<file path="config.mk">
export PLATFORM = sky130hd
export DESIGN_NAME = edit_input_conditioner
export DESIGN_NICKNAME = d
export VERILOG_FILES = /design/src/rtl/edit_input_conditioner.sv
export SDC_FILE = /design/constraint.sdc
export NUM_CORES = 1
export LEC_CHECK = 0
export CAP_MARGIN = 20
export CELL_PAD_IN_SITES_DETAIL_PLACEMENT = 2
export CELL_PAD_IN_SITES_GLOBAL_PLACEMENT = 2
export CORE_MARGIN = 1
export CORE_UTILIZATION = 37
export CTS_CLUSTER_SIZE = 24
export DETAILED_ROUTE_END_ITERATION = 7
export HOLD_SLACK_MARGIN = 0.08
export MAX_ROUTING_LAYER = met4
export PLACE_DENSITY = 0.86
export SKIP_LAST_GASP = 1
export SYNTH_ARGS = -nofsm -noshare
export SYNTH_HDL_FRONTEND = slang
export SYNTH_SLANG_ARGS = --single-unit
export TNS_END_PERCENT = 100
</file>
<file path="constraint.sdc">
create_clock -name clk_clk -period 8.05 [get_ports clk_clk]
set_input_delay 2.415 -clock clk_clk [delete_from_list [all_inputs] [get_ports clk_clk]]
set_output_delay 2.415 -clock clk_clk [all_outputs]
set_load 0.03 [all_outputs]
</file>
<file path="src/rtl/edit_input_conditioner.sv">
// Debounces active-low buttons and switches; emits press and auto-repeat pulses. Latency: level and press
// appear DEBOUNCE_CYCLES+2 cycles after the raw change; no backpressure, pulses are one-cycle and unconditional.
module edit_input_conditioner #(
    parameter int N_BTN           = 3,
    parameter int N_SW            = 3,
    parameter int DEBOUNCE_CYCLES = 1000000,
    parameter int REPEAT_EN       = 1,
    parameter int REPEAT_DELAY    = 25000000,
    parameter int REPEAT_PERIOD   = 10000000
) (
    input  logic             clk_clk,
    input  logic             reset_reset,
    input  logic [N_BTN-1:0] btn_raw_n,
    input  logic [N_SW-1:0]  sw_raw,
    output logic [N_BTN-1:0] btn_edit_export,
    output logic [N_SW-1:0]  sw_states_export,
    output logic [N_BTN-1:0] btn_press,
    output logic [N_BTN-1:0] btn_repeat
);
    localparam int N_CH = N_BTN + N_SW;
    localparam int DW   = $clog2(DEBOUNCE_CYCLES + 1);
    localparam int HMAX = (REPEAT_DELAY > REPEAT_PERIOD) ? REPEAT_DELAY : REPEAT_PERIOD;
    localparam int HW   = $clog2(HMAX + 1);

    localparam logic [DW-1:0] C_DB_LAST = DW'(DEBOUNCE_CYCLES - 1);
    localparam logic [HW-1:0] C_RD      = HW'(REPEAT_DELAY);
    localparam logic [HW-1:0] C_RP      = HW'(REPEAT_PERIOD);

    typedef enum logic [1:0] {
        S_RELEASED,
        S_HELD_DELAY,
        S_HELD_REPEAT
    } state_t;

    logic [N_BTN-1:0] r_btn_s1, r_btn_s2;
    logic [N_SW-1:0]  r_sw_s1, r_sw_s2;

    always_ff @(posedge clk_clk or posedge reset_reset) begin
        if (reset_reset) begin
            r_btn_s1 <= '1;
            r_btn_s2 <= '1;
            r_sw_s1  <= '0;
            r_sw_s2  <= '0;
        end else begin
            r_btn_s1 <= btn_raw_n;
            r_btn_s2 <= r_btn_s1;
            r_sw_s1  <= sw_raw;
            r_sw_s2  <= r_sw_s1;
        end
    end

    // Buttons and switches share one debounce bank; buttons occupy the low channels, 1 = pressed.
    logic [N_CH-1:0] w_in;
    logic [N_CH-1:0] r_stable;
    logic [N_CH-1:0] w_stable_nxt;
    logic [DW-1:0]   r_cnt     [N_CH];
    logic [DW-1:0]   w_cnt_nxt [N_CH];

    assign w_in = {r_sw_s2, ~r_btn_s2};

    always_comb begin
        w_stable_nxt = r_stable;
        for (int i = 0; i < N_CH; i++) begin
            w_cnt_nxt[i] = '0;
            if (w_in[i] != r_stable[i]) begin
                if (r_cnt[i] == C_DB_LAST) w_stable_nxt[i] = w_in[i];
                else                       w_cnt_nxt[i]    = r_cnt[i] + 1'b1;
            end
        end
    end

    always_ff @(posedge clk_clk or posedge reset_reset) begin
        if (reset_reset) begin
            r_stable <= '0;
            for (int i = 0; i < N_CH; i++) r_cnt[i] <= '0;
        end else begin
            r_stable <= w_stable_nxt;
            for (int i = 0; i < N_CH; i++) r_cnt[i] <= w_cnt_nxt[i];
        end
    end

    assign btn_edit_export  = r_stable[N_BTN-1:0];
    assign sw_states_export = r_stable[N_CH-1:N_BTN];

    // The FSM follows the next stable value so the press pulse lands in the same cycle as the level.
    for (genvar g = 0; g < N_BTN; g++) begin : g_btn
        state_t        r_state, w_state_nxt;
        logic [HW-1:0] r_hold, w_hold_nxt, w_hold_inc;
        logic          r_press, w_press_nxt;
        logic          r_rep, w_rep_nxt;

        assign w_hold_inc = r_hold + 1'b1;

        always_ff @(posedge clk_clk or posedge reset_reset) begin
            if (reset_reset) begin
                r_state <= S_RELEASED;
                r_hold  <= '0;
                r_press <= 1'b0;
                r_rep   <= 1'b0;
            end else begin
                r_state <= w_state_nxt;
                r_hold  <= w_hold_nxt;
                r_press <= w_press_nxt;
                r_rep   <= w_rep_nxt;
            end
        end

        always_comb begin
            w_state_nxt = r_state;
            w_hold_nxt  = r_hold;
            w_press_nxt = 1'b0;
            w_rep_nxt   = 1'b0;
            if (!w_stable_nxt[g]) begin
                w_state_nxt = S_RELEASED;
                w_hold_nxt  = '0;
            end else begin
                case (r_state)
                    S_RELEASED: begin
                        w_state_nxt = S_HELD_DELAY;
                        w_hold_nxt  = '0;
                        w_press_nxt = 1'b1;
                    end
                    S_HELD_DELAY: begin
                        if (r_hold == C_RD) begin
                            w_hold_nxt = r_hold;
                        end else if (w_hold_inc == C_RD) begin
                            if (REPEAT_EN != 0) begin
                                w_rep_nxt   = 1'b1;
                                w_state_nxt = S_HELD_REPEAT;
                                w_hold_nxt  = '0;
                            end else begin
                                w_hold_nxt  = C_RD;
                            end
                        end else begin
                            w_hold_nxt = w_hold_inc;
                        end
                    end
                    S_HELD_REPEAT: begin
                        if (w_hold_inc == C_RP) begin
                            w_rep_nxt  = 1'b1;
                            w_hold_nxt = '0;
                        end else begin
                            w_hold_nxt = w_hold_inc;
                        end
                    end
                    default: begin
                        w_state_nxt = S_RELEASED;
                        w_hold_nxt  = '0;
                    end
                endcase
            end
        end

        assign btn_press[g]  = r_press;
        assign btn_repeat[g] = r_rep;
    end

endmodule

</file>
# Word level (Yosys, flattened, before mapping)
# Cells that the tools add are included.
[word_totals] reg_bits=225 in_bits=8 output_inout_bits=12 elab_cells=147
[classes] n_addsub=9 n_eq_ne=36 mux=66 bitwise=1 n_reduce_logical=9
[ops] cell="two-way mux 25 bit" n=12
[ops] cell="two-way mux 20 bit" n=12
[ops] cell="equality test 25 bit (second input constant)" n=6
[ops] cell="case mux 25 bit (2 select lines)" n=3
[ops] cell="adder 20 x 1 -> 20 bit (second input constant)" n=6
[ops] cell="equality test 20 bit (second input constant)" n=6
[ops] cell="adder 25 x 1 -> 25 bit (second input constant)" n=3
[ops] cell="equality test 25 x 24 -> 1 bit (second input constant)" n=3
[ops] cell="two-way mux 1 bit" n=24
[ops] cell="two-way mux 2 bit" n=9
[ops] cell="inequality test 3 bit (second input constant)" n=6
[ops] cell="case mux 2 bit (3 select lines)" n=3
[ops] cell="AND reduction 3 bit" n=3
[ops] cell="equality test 2 x 1 -> 1 bit (second input constant)" n=3
[ops] cell="equality test 2 bit (second input constant)" n=3
[ops] cell="logical NOT 2 bit" n=3
[ops] cell="inequality test 1 bit" n=6
[ops] cell="inequality test 2 bit (second input constant)" n=3
[ops] cell="case mux 1 bit (2 select lines)" n=3
[ops] cell="AND reduction 2 bit" n=3
[ops] cell="NOT 3 bit" n=1

# Depth between registers and ports, before layout
[logic_depth] ltp_word=6 ltp_mapped=12 mapped_depth_nobuf=11

# Worst setup path before layout
# Ideal clock, no wire load.
[synth_timing] kind="register -> register" from="register g_btn[2].r_hold[0]" to="register g_btn[2].r_hold[18]" setup_ns=0.135 arrival_time_ns=2.974 t_required_ns=7.915 slack_ns=4.941 stages_incl_launch_ff=12 n_path_buf=2 period_less_slack_ns=3.109 path_cell_list="dfrtp_1 -> ha_1 -> nand3_1 -> or4_1 -> clkbuf_1 -> or3_1 -> a2111oi_0 -> and4_1 -> a21oi_1 -> a211oi_2 -> buf_4 -> a21oi_1"
[synth_via] elab_chain_cells=6 word_cells_on_any_way=10 classes_between="add/sub (1); eq/ne (4); mux (5)"
[synth_rtl] item="from (decl)" line_no="88" rtl="logic [HW-1:0] r_hold, w_hold_nxt, w_hold_inc;"
[synth_rtl] item="from (signal assigned)" line_no="102" rtl="r_hold <= w_hold_nxt;"
[synth_rtl] item="adder 25 x 1 -> 25 bit" line_no="92" rtl="assign w_hold_inc = r_hold + 1'b1;"
[synth_rtl] item="equality test 25 bit" line_no="126" rtl="end else if (w_hold_inc == C_RD) begin"
[synth_rtl] item="two-way mux 25 bit" line_no="126"
[synth_rtl] item="two-way mux 25 bit" line_no="124" rtl="if (r_hold == C_RD) begin"
[synth_rtl] item="case mux 25 bit (2 select lines)" line_no="117" rtl="case (r_state)"
[synth_rtl] item="two-way mux 25 bit" line_no="113" rtl="if (!w_stable_nxt[g]) begin"
# Several ways; a longest one is shown, not always the timed one. The select of a mux whose other input is x is not followed.
# A chain may end at the register's enable or synchronous reset.

# Worst setup path after layout
[layout_timing] from="register r_stable[4]" to="output port sw_states_export[1]"
[layout_lines] item="from (decl)" line_no="54" rtl="logic [N_CH-1:0] r_stable;"
[layout_lines] item="from (signal assigned)" line_no="77" rtl="r_stable <= w_stable_nxt;"
[layout_lines] item="to (decl)" line_no="16" rtl="output logic [N_SW-1:0] sw_states_export,"
# No word-level cell between the ends.

==> impl_summary.md <==
Timing
For the pin with the worst max-slew slack, the measured transition is 1053 ps. The tightest hold path in the finished design has a slack of 350.9 ps. The final setup violation count is 0.

The shortest period the worst path allows is 4060 ps. Static timing analysis puts the maximum clock frequency at 246.3 MHz. Setup repair after global routing left no endpoint under its margin. After layout, the worst path uses 50.44% of the clock period. The headroom to the max-slew limit is 29.77%. Setup total negative slack on the finished layout was measured at 0 ps. The number of max-slew violations in the final report is 0. On the final layout, the worst clock skew is 20.59 ps. The final count of hold timing violations is 0.

Detailed routing
The post-detailed-route DRC marker count is 0. The routed wire length per instance is 19.06 um. Dividing the detail-routed via count by the number of cells gives 5.527. The number of routed nets with antenna violations is 0.

The via total after detailed routing is 9633. The initial detailed-routing violation count is 360. The pre-antenna-repair detailed-routing pass consisted of 4 iterations. The routed design has 33220 um of wire.

CTS
The TritonCTS clock tree is done. Once the clock tree was built, the resizer swapped 0 gates to a different size. Clock-pin slew was measured on the worst setup and hold paths at 60 ps. The number of clock sinks is 225. The number of buffers on the longest clock path is 3. The number of setup buffers added after CTS is 0. For this design, the CTS-stage hold fixing added 0 buffers. The tree is rooted in a sky130_fd_sc_hd__clkbuf_16. At the later pin of the worst-skew pair, clock insertion delay measures 540 ps. The number of levels in the clock H-tree is 1. The number of clock buffers added by TritonCTS is 27.

Critical path
The biggest cell delay along the critical path is 740 ps. The library cell contributing the largest single delay on the critical path is sky130_fd_sc_hd__clkdlybuf4s50_1. The worst setup path is launched from a register. The number of buffers and inverters on the critical path is 1. The worst setup path is of the register to primary output kind. At the worst endpoint, the required time is 5640 ps.

The worst-path maximum fanout is 3. The element type at the critical path end is a primary output. Data on the critical path arrives at its endpoint at 1650 ps.

The signal on the critical path passes through clkdlybuf4s50_1. Among cell families on the critical path, the largest total delay comes from buffers and inverters.

Synth
Synthesis inferred 225 register bits. The post-synthesis instance area is 12130 um2. The count of cell types in the netlist is 75. After synthesis, the mean cell area works out to 9.344 um2. After Yosys synthesis, full adders, half adders and majority gates account for 2.476% of the synthesized area. The combinational family with the most area after synthesis is simple AND/OR/NAND/NOR gates. The post-synthesis async set-or-reset flop share is 100.0%. After Yosys synthesis, XOR and XNOR cells account for 12.06% of the synthesized area. Of the synthesized area, sequential elements account for 46.48%. The fraction of the mapped netlist area in simple logic gates is 27.34%. In the synthesized netlist, mux cells make up 1.052% of the area. The number of enable-type register cells in the synthesized netlist is 0. The synthesized netlist devotes 6.881% of its cell area to compound gates. In the synthesized netlist, the number of instances is 1298.

The Yosys step of the flow raised 0 warnings. For this run, the leading register cell type out of synthesis is sky130_fd_sc_hd__dfrtp_1. Counting every net in the synthesized netlist gives 1330.

Final layout
In the layout the commonest cells are sky130_fd_sc_hd__dfrtp_1 (219), sky130_fd_sc_hd__nor2_1 (194), sky130_fd_sc_hd__nand3_1 (92), sky130_fd_sc_hd__xor2_1 (90), sky130_fd_sc_hd__nand2_1 (89). The number of antenna repair diodes is 0. The number of nets at the end of the flow is 1323. The post-route netlist has 6.040% of its cells at a drive strength greater than 1.

The share of the core filled with cells in the final layout is 42.41%. The count of non-filler cells in the finished layout is 1743. The area added between synthesis and finish is 11.46%. Fill cells in the final layout number 3484. The library cell used most frequently in the layout, excluding fill and tap cells, is sky130_fd_sc_hd__dfrtp_1. The total non-filler cell area in the finished layout is 13520 um2.

Outcome
The flow ran to the end, and the final reports show no timing, DRC or antenna violations.

Place
At the end of routability-driven placement, the weighted congestion stood at 0.8160. The cell count after placement is 1697. Port buffering added 19 buffers. The wire-length estimate of the detail-placed layout is 21970 um. The cell area reported after detailed placement is 12620 um2.

Power
The power density of the placed cells is 181.4 nW/um2. The maximum vdd drop is 154.1 uV. The leakage component of the power is 5.454 nW.

Floorplanning
The horizontal die dimension is 183.1 um. 20 I/O pins were placed. The area inside the core boundary is 31880 um2.

From bottom edge to top edge, the die measures 183.1 um. The floorplan has 65 rows. For this configuration, the core starts out at a cell density of 38.05%. The die outline area is 33510 um2.

Global route
The number of antenna violations at the first check in global routing was 0. The global-route wire length before repair is 56860 um. The pin count of the biggest net entering global routing is 193. Summed over all layers, the global routing overflow is 0. The total global-route track usage is 21.21%. The number of global-route vias before repair came to 10.92k.

Job
The number of max-cap violations is 0.

Min path
The type of the tightest min-delay check is register to register.
-- cell usage after synthesis, types with 4 or more instances --
library cell / instances / share of area [%]
sky130_fd_sc_hd__a21oi_1: 31 / 1.3
sky130_fd_sc_hd__and2_1: 6 / 0.31
sky130_fd_sc_hd__and3_1: 39 / 2.0
sky130_fd_sc_hd__and4_1: 13 / 0.94
sky130_fd_sc_hd__buf_2: 14 / 0.58
sky130_fd_sc_hd__buf_4: 10 / 0.62
sky130_fd_sc_hd__clkbuf_1: 28 / 0.87
sky130_fd_sc_hd__clkbuf_2: 4 / 0.17
sky130_fd_sc_hd__dfrtp_1: 219 / 45
sky130_fd_sc_hd__dfstp_2: 6 / 1.3
sky130_fd_sc_hd__ha_1: 24 / 2.5
sky130_fd_sc_hd__inv_1: 43 / 1.3
sky130_fd_sc_hd__mux2_2: 6 / 0.56
sky130_fd_sc_hd__mux2i_1: 6 / 0.50
sky130_fd_sc_hd__nand2_1: 89 / 2.8
sky130_fd_sc_hd__nand2b_1: 13 / 0.67
sky130_fd_sc_hd__nand3_1: 92 / 3.8
sky130_fd_sc_hd__nand4_1: 49 / 2.5
sky130_fd_sc_hd__nor2_1: 194 / 6.0
sky130_fd_sc_hd__nor2b_1: 4 / 0.21
sky130_fd_sc_hd__nor3_1: 34 / 1.4
sky130_fd_sc_hd__nor3b_1: 9 / 0.56
sky130_fd_sc_hd__nor4_1: 34 / 1.8
sky130_fd_sc_hd__nor4b_1: 5 / 0.36
sky130_fd_sc_hd__o21ai_0: 30 / 1.2
sky130_fd_sc_hd__o21ai_1: 5 / 0.21
sky130_fd_sc_hd__o31a_1: 5 / 0.36
sky130_fd_sc_hd__o31ai_1: 13 / 0.80
sky130_fd_sc_hd__or2_2: 5 / 0.26
sky130_fd_sc_hd__or3_1: 23 / 1.2
sky130_fd_sc_hd__or4_1: 11 / 0.68
sky130_fd_sc_hd__xnor2_1: 77 / 5.6
sky130_fd_sc_hd__xor2_1: 90 / 6.5
-- registers in the layout, indices dropped and copies added (netlist names) --
name / count
g_btn.r_hold: 75
g_btn.r_press: 3
g_btn.r_rep: 3
g_btn.r_state: 6
r_btn_s1: 3
r_btn_s2: 3
r_cnt: 120
r_stable: 6
r_sw_s1: 3
r_sw_s2: 3
-- final cells by class --
cell class / count / area (um2) / share of cell area [%]
multi-input combinational: 971 / 6041 / 44.68
sequential: 225 / 5638 / 41.70
clock buffer: 41 / 798.3 / 5.905
tap: 435 / 544.3 / 4.026
timing repair buffer: 23 / 232.7 / 1.721
inverter: 43 / 165.2 / 1.222
clock inverter: 5 / 100.1 / 0.7404
-- logic make-up after synthesis --
| kind of cell | after synthesis |
|---|---|
| DFF | 225 |
| muxes | 12 |
| xor gates and xnor gates | 167 |
| buffers and inverters | 102 |
| and+or+nand+nor | 643 |
| AOI/OAI and AO/OA | 125 |
| adders and majority gates | 24 |
-- metal layers --
layer	share of wire [%]	up-vias	global-route usage [%]	routed length [um]
met1	44	4965	25.65	14760
li1	-	4508	-	-
met2	51	102	37.43	17030
met5	0	-	-	0
met4	2.3	0	5.567	758
met3	2.0	58	2.462	674
-- power breakdown --
part	total (mW)	leakage [nW]	switching, mW	internal, mW
sequential	1.15	3.09	0.00990	1.14
combinational	0.0523	1.92	0.0399	0.0124
clock	1.25	0.442	0.477	0.771
-- per-stage QoR --
stage	total power [mW]	worst slack (ps)
2_1_floorplan	1.207	2702
3_3_place_gp	1.224	3580
3_5_place_dp	1.228	3557
4_1_cts	2.499	3952
5_1_grt	2.542	3802
6_report	2.453	3990
-- path summary, 6_finish.rpt --
path | startpoint | to | slack (ps) | cells after the start
hold / removal | r_sw_s1[2] | r_sw_s2[2] | 350 | 0
min in group asynchronous | reset_reset | g_btn[2].r_hold[21] | 2390 | 2
max in group asynchronous | reset_reset | r_cnt[51] | 4160 | 3
setup / recovery | r_stable[4] | sw_states_export[1] | 3990 | 1
hold reg to reg | r_sw_s1[2] | r_sw_s2[2] | 350 | 0
setup reg to reg | g_btn[2].r_hold[0] | g_btn[2].r_hold[8] | 4080 | 10
Note: power is estimated with default switching activity, not from simulation.
